==> config.mk <==
export PLATFORM = sky130hd
export DESIGN_NAME = tail_light_sequencer
export DESIGN_NICKNAME = d
export VERILOG_FILES = /design/src/rtl/tail_light_pkg.sv /design/src/rtl/tick_prescaler.sv /design/src/rtl/tail_light_sequencer.sv
export SDC_FILE = /design/constraint.sdc
export NUM_CORES = 1
export LEC_CHECK = 0
export BUFFER_PORTS_ARGS = -buffer_cell sky130_fd_sc_hd__buf_2
export CAP_MARGIN = 20
export CORE_MARGIN = 3
export CORE_UTILIZATION = 34
export DETAILED_ROUTE_END_ITERATION = 16
export GPL_TIMING_DRIVEN = 0
export HOLD_SLACK_MARGIN = 0.1
export SYNTH_ARGS = -nofsm -noshare
export SYNTH_HDL_FRONTEND = slang
export SYNTH_HIERARCHICAL = 1
export SYNTH_SLANG_ARGS = --single-unit
export TNS_END_PERCENT = 10
==> constraint.sdc <==
create_clock -name CLK -period 2.3 [get_ports CLK]
set_clock_uncertainty 0.2 [all_clocks]
set_input_delay 0.46 -clock CLK [delete_from_list [all_inputs] [get_ports CLK]]
set_output_delay 0.46 -clock CLK [all_outputs]
set_load 0.05 [all_outputs]
==> src/rtl/tail_light_pkg.sv <==
// Shared mode codes and lamp patterns for the tail-light sequencer and the
// state machine that feeds it.
package tail_light_pkg;

    typedef enum logic [2:0] {
        MODE_IDLE   = 3'd0,
        MODE_HAZARD = 3'd1,
        MODE_LEFT   = 3'd2,
        MODE_RIGHT  = 3'd3
    } mode_e;

    typedef enum logic [1:0] {
        PH_0 = 2'd0,
        PH_1 = 2'd1,
        PH_2 = 2'd2,
        PH_3 = 2'd3
    } phase_e;

    localparam logic [2:0] PAT_OFF = 3'b000;
    localparam logic [2:0] PAT_1   = 3'b001;
    localparam logic [2:0] PAT_2   = 3'b011;
    localparam logic [2:0] PAT_3   = 3'b111;

    // Unused codes 4..7 fall back to idle.
    function automatic mode_e decode_mode(input logic [2:0] code);
        case (code)
            3'd1:    return MODE_HAZARD;
            3'd2:    return MODE_LEFT;
            3'd3:    return MODE_RIGHT;
            default: return MODE_IDLE;
        endcase
    endfunction

    // Sequential turn-signal fill, inner lamp first.
    function automatic logic [2:0] sweep_pat(input phase_e ph);
        case (ph)
            PH_1:    return PAT_1;
            PH_2:    return PAT_2;
            PH_3:    return PAT_3;
            default: return PAT_OFF;
        endcase
    endfunction

endpackage

==> src/rtl/tick_prescaler.sv <==
// Step-rate prescaler: one-cycle tick every TICK_DIV enabled clocks.
module tick_prescaler #(
    parameter int unsigned TICK_DIV = 25,
    parameter int unsigned DIV_W    = 5
) (
    input  logic CLK,
    input  logic RST_N,
    input  logic clr,
    input  logic en,
    output logic tick
);

    localparam logic [DIV_W-1:0] DIV_LAST = DIV_W'(TICK_DIV - 1);

    logic [DIV_W-1:0] div;

    // Divider counter: restarts on clear or while disabled, wraps at DIV_LAST.
    always_ff @(posedge CLK or negedge RST_N) begin
        if (!RST_N) begin
            div <= '0;
        end else if (clr || !en) begin
            div <= '0;
        end else if (div == DIV_LAST) begin
            div <= '0;
        end else begin
            div <= div + DIV_W'(1);
        end
    end

    assign tick = en && (div == DIV_LAST);

endmodule

==> src/rtl/tail_light_sequencer.sv <==
// Thunderbird-style tail-light sequencer: registers the mode code, steps a
// pattern phase at the prescaled rate and decodes six lamp outputs.
module tail_light_sequencer
    import tail_light_pkg::*;
#(
    parameter int unsigned TICK_DIV = 25,
    parameter int unsigned DIV_W    = 5
) (
    input  logic       CLK,
    input  logic       RST_N,
    input  logic [2:0] CurrentState,
    output logic [2:0] LEDS_L,
    output logic [2:0] LEDS_R,
    output logic [1:0] PHASE
);

    logic [2:0] cmd_q;
    phase_e     phase_q;
    phase_e     phase_d;
    mode_e      mode;
    logic       mode_change;
    logic       tick;

    assign mode        = decode_mode(cmd_q);
    assign mode_change = (CurrentState != cmd_q);

    tick_prescaler #(
        .TICK_DIV (TICK_DIV),
        .DIV_W    (DIV_W)
    ) u_prescaler (
        .CLK   (CLK),
        .RST_N (RST_N),
        .clr   (mode_change),
        .en    (mode != MODE_IDLE),
        .tick  (tick)
    );

    // State register: raw mode code and pattern phase.
    always_ff @(posedge CLK or negedge RST_N) begin
        if (!RST_N) begin
            cmd_q   <= '0;
            phase_q <= PH_0;
        end else begin
            cmd_q   <= CurrentState;
            phase_q <= phase_d;
        end
    end

    // Next phase: a mode change restarts the pattern even on a tick edge.
    always_comb begin
        phase_d = phase_q;
        if (mode_change) begin
            phase_d = PH_0;
        end else begin
            case (mode)
                MODE_HAZARD: if (tick) phase_d = (phase_q == PH_0) ? PH_1 : PH_0;
                MODE_LEFT,
                MODE_RIGHT:  if (tick) phase_d = phase_e'(phase_q + 2'd1);
                default:     phase_d = PH_0;
            endcase
        end
    end

    // Lamp decode from registered state only.
    always_comb begin
        LEDS_L = PAT_OFF;
        LEDS_R = PAT_OFF;
        case (mode)
            MODE_HAZARD: begin
                if (phase_q == PH_1) begin
                    LEDS_L = PAT_3;
                    LEDS_R = PAT_3;
                end
            end
            MODE_LEFT:  LEDS_L = sweep_pat(phase_q);
            MODE_RIGHT: LEDS_R = sweep_pat(phase_q);
            default: ;
        endcase
    end

    assign PHASE = phase_q;

endmodule
# [Word level (Yosys, flattened, before mapping)]
# Index checks and enable logic that the tools add are counted.
[totals] input_bits=5 out_inout_bits=8 rom_bits=0 latchBits=0 regBits=10 mem_count=0 word_cells=37 ramBits=0
[op_classes] n_reduce_logical=7 div=0 n_addsub=2 n_shift=0 muxes=12 magnitude_cmp=0 n_eq_ne=13 n_bitwise=0 n_mul=0
[op_table] operator="equality test 3 x 2 -> 1 bit (second input constant)" n=4
[op_table] operator="one-hot mux 3 bit (2 select lines)" n=2
[op_table] operator="two-way mux 5 bit" n=2
[op_table] operator="one-hot mux 3 bit (3 select lines)" n=1
[op_table] operator="equality test 3 x 1 -> 1 bit (second input constant)" n=2
[op_table] operator="two-way mux 2 bit" n=3
[op_table] operator="!= test 3 x 2 -> 1 bit (second input constant)" n=2
[op_table] operator="one-hot mux 2 bit (3 select lines)" n=1
[op_table] operator="adder 5 x 1 -> 5 bit (second input constant)" n=1
[op_table] operator="equality test 5 bit (second input constant)" n=1
[op_table] operator="equality test 2 bit (second input constant)" n=2
[op_table] operator="one-hot mux 2 bit (2 select lines)" n=1
[op_table] operator="two-way mux 3 bit" n=1
[op_table] operator="!= test 3 bit" n=1
[op_table] operator="nonzero test 3 bit" n=1
[op_table] operator="adder 2 x 1 -> 2 bit (second input constant)" n=1
[op_table] operator="equality test 2 x 1 -> 1 bit (second input constant)" n=1
[op_table] operator="logical NOT 2 bit" n=1
[op_table] operator="AND reduction 2 bit" n=1
[op_table] operator="OR reduction 2 bit" n=1
[op_table] operator="logical AND 1 bit" n=1
[op_table] operator="logical NOT 1 bit" n=1
[op_table] operator="logical OR 1 bit" n=1
[op_table] operator="two-way mux 1 bit" n=1

# [Logic depth before layout (Yosys ltp)]
[logic_depth] word_depth=7 ltp_mapped=7 depth_no_buf=7

# [Cells and area by module]
# Netlist, hierarchy kept.
[modules_own_cells] mod="tail_light_sequencer" cells_per_inst=48 seq_area_each_um2=125.1 area_each_um2=446.7 n_inst=1
[modules_own_cells] mod="tick_prescaler" cells_per_inst=23 seq_area_each_um2=125.1 area_each_um2=244.0 n_inst=1

# [Worst setup path after synthesis]
# Ideal clock, no wire load.
[synth_timing] path_type="reg-to-output" start="reg phase_q[0] (netlist: PHASE[0])" end="out LEDS_R[0]" slack_ns=-0.341 t_required_ns=1.640 path_buffers=0 arrival_ns=1.981 path_stages_with_launch=5 path_cell_list="dfrtp_1 -> inv_1 -> ha_1 -> nand2b_1 -> a21oi_1"
[synth_via] elab_chain_len=3 elab_cells_between_ends=6 cone_classes="3 x eq/ne; 3 x mux"
[synth_lines] element="start, declared" line="tail_light_sequencer.sv:18" rtl="phase_e phase_q;"
[synth_lines] element="start signal, assigned" line="tail_light_sequencer.sv:45" rtl="phase_q <= phase_d;"
[synth_lines] element="equality test 2 bit / equality test 2 x 1 -> 1 bit (equally long branches)" line="tail_light_pkg.sv:36, tail_light_sequencer.sv:70"
[synth_lines] element="one-hot mux 3 bit (3 select lines) / two-way mux 3 bit (equally long branches)" line="tail_light_pkg.sv:36, tail_light_sequencer.sv:70"
[synth_lines] element="one-hot mux 3 bit (2 select lines) (*)" line="tail_light_sequencer.sv:68" rtl="case (mode)"
[synth_lines] element="end, declared" line="tail_light_sequencer.sv:13" rtl="output logic [2:0] LEDS_R,"
# Every way passes the cells marked *; elsewhere a longest branch is shown, timed or not.

# [Worst setup path in the final report]
[layout_timing] start="reg cmd_q[2]" end="out LEDS_L[1]"
[layout_via] elab_chain_len=4 elab_cells_between_ends=7 cone_classes="5 x eq/ne; 2 x mux"
[layout_lines] element="start, declared" line="tail_light_sequencer.sv:17" rtl="logic [2:0] cmd_q;"
[layout_lines] element="start signal, assigned" line="tail_light_sequencer.sv:44" rtl="cmd_q <= CurrentState;"
[layout_lines] element="equality test 3 x 2 -> 1 bit / equality test 3 x 1 -> 1 bit (equally long branches)" line="tail_light_pkg.sv:26" rtl="case (code)"
[layout_lines] element="one-hot mux 2 bit (3 select lines) (*)" line="tail_light_pkg.sv:26"
[layout_lines] element="equality test 3 x 2 -> 1 bit / equality test 3 x 1 -> 1 bit (equally long branches)" line="tail_light_sequencer.sv:68"
[layout_lines] element="one-hot mux 3 bit (2 select lines) (*)" line="tail_light_sequencer.sv:68"
[layout_lines] element="end, declared" line="tail_light_sequencer.sv:12" rtl="output logic [2:0] LEDS_L,"
# Marks and branches as above.

==> metrics <==
Starting Density=0.379; Slew @ Worst Pin=0.247 ns; later-pin clock latency in the skew report=0.25 ns; hold path depth=1; largest net degree at the start of global routing=11; Synth top cells by count=dfrtp_1 (10), ha_1 (10), a21oi_1 (6), inv_1 (6), nor2_1 (5); CTS max path bufs=2; area of the die=0.00261 sq mm; Worst EP arrival=1.54 ns; Slew headroom=0.836; detailed-route DRC error count=0; Area contributors post-synth=dfrtp_1 (36%), ha_1 (18%), xnor2_1 (5.1%); synth-to-layout area growth=29.3%; Final Cycle Share=0.959; syn_nets=86; PortBufs=12; nets=106; clk slew on worst S/H paths=0.06 ns; post-route minimum period=2.20 ns; Die X=51.1 um; final RePlAce weighted congestion=0.659; TritonRoute pass-1 iters=1; Cell Area, Synth=691 sq um; Setup-failing EPs final=0; asr flop ratio synth=1.00; worst hold path type=input pin to flop; Synth top area share=0.362; Die H=51.1 um; Max Fclk=454 MHz; root buf cell=clkbuf_4; htree depth=1; GR Overflow Total=0; Yosys cell types=23; Post-Route WL=1320 um; Total Power=0.343 mW; synth warn=6; critical path startpoint category=flop; leakage power=0.403 nW; CTS tree=done; CTS buffer count=3; CP Data Required Time=1.64 ns; register area=253 sq um; DR vias=534; Hold Vio Cnt, Final=0; mean post-synth cell area=9.73 sq um; Post-synth EDFFs=0; first-pass GRT wire length=2330 um; final instance area=893 sq um; total negative slack=0 ns; Synth area leader=dfrtp_1; status=finished clean; total track usage=0.121; FF-to-FF path depth=7; critical path class=flop to output port; Placement Cell Area=790 sq um; Critical Path Fanout Max=4; ant diodes=0; row count=15; pwr/cell area=384 mW/mm^2; drt wl/cell=11.5 um; max-slew violations=0; Worst setup EP type=output port; Max VDD drop=0.000180 V; vias in the first global route=565; max cap viols=0; initial antenna violation count=0; I/O pin count=13; post-synthesis cell count=71; # clock sinks=10; vias per cell=4.68; DP HPWL=1070 um; top_reg_cell synth=dfrtp_1; Fill cells=182; flops & latches, synth=10; RSZ-0062 raised after global routing=true; core area=0.00182 sq mm; DR iter-0 viols=0; antenna-violating nets left=0; post-synthesis sequential area ratio=0.362; area of the multi-input gates=455 sq um; share of cells above drive strength 1=0.404
where the power goes:
group,total [mW],switching [mW],internal [mW]
sequential,0.185,0.00517,0.180
combinational,0.0462,0.0241,0.0221
clock,0.112,0.0518,0.0600
total,0.343,0.0810,0.262
metal layers:
metal  up-vias  share of wire  GRT usage
met1       253           0.43      0.129
met5         -              0          0
li1        269              -          -
met3         2          0.027    0.00875
met2        10           0.53      0.223
met4         0          0.017     0.0807
worst max-delay path, stage by stage (launching register included):
cell,delay [ns]
dfrtp_1,0.41
nand2b_4,0.19
clkinv_4,0.07
ha_2,0.19
o21ai_0,0.08
a21oi_1,0.14
buf_4,0.21
layout make-up:
class                   instances  share of cell area
well taps                      25              0.0350
flip-flops and latches         10               0.283
repair buffers                 15               0.112
inverters                       7              0.0350
clock buffers                   3              0.0252
multi-input cells              54               0.510
timing repair:
| item | 4_1_cts | 5_1_grt |
|---|---|---|
| endpoints found under the setup margin | 6 | 6 |
| pin swaps | 0 | 0 |
| buffers inserted | 2 | 0 |
| hold buffers | 1 | 0 |
| resized for setup | 11 | 7 |
| endpoints found under the hold margin | 10 | 0 |
metrics by stage:
stage	utilization	setup slack, ns	cells	hold slack, ns
after floorplan	-	-0.248	71	-0.0356
after detailed placement	0.434	-0.0354	108	0.133
final	0.491	0.0952	114	0.134
after CTS	0.478	0.0153	114	0.124
after global placement	0.434	-0.0185	108	0.132
after global routing	0.491	-0.000266	114	0.133
path summary, 6_finish.rpt:
path	startpoint	to	slack, ns
max in group asynchronous	RST_N	PHASE[0]$_DFFE_PN0P_	1.31
max	cmd_q[2]$_DFF_PN0_	LEDS_L[1]	0.1
min reg2reg	u_prescaler/div[0]$_DFF_PN0_	u_prescaler/div[0]$_DFF_PN0_	0.29
min in group asynchronous	RST_N	u_prescaler/div[0]$_DFF_PN0_	0.38
max reg2reg	u_prescaler/div[0]$_DFF_PN0_	PHASE[1]$_DFFE_PN0P_	0.60
min	CurrentState[2]	cmd_q[2]$_DFF_PN0_	0.13
flip-flops by register name, summed over array words and instances (netlist names):
register	count
cmd_q	3
u_prescaler/div	5
PHASE	2
cell families after synthesis:
logic type,after synthesis,share of synthesized area
DFF,10,0.362
xor gates and xnor gates,6,0.0761
and+or+nand+nor,25,0.219
AOI/OAI and AO/OA,13,0.116
adders and majority gates,10,0.181
buffers and inverters,7,0.0453
cells in the final DEF (no fill, tap or decap), drive strengths merged:
master	n
nand2b	4
clkbuf	3
o21ai	5
inv	6
nor2b	3
dfrtp	10
xnor2	4
a21oi	8
dlygate4sd3	1
nand3	4
ha	10
nor2	5
and2	1
nor3b	2
nand2	4
nand3b	1
clkinv	1
xor2	2
buf	14
nand4b	1
(Power assumes the default switching activity.)
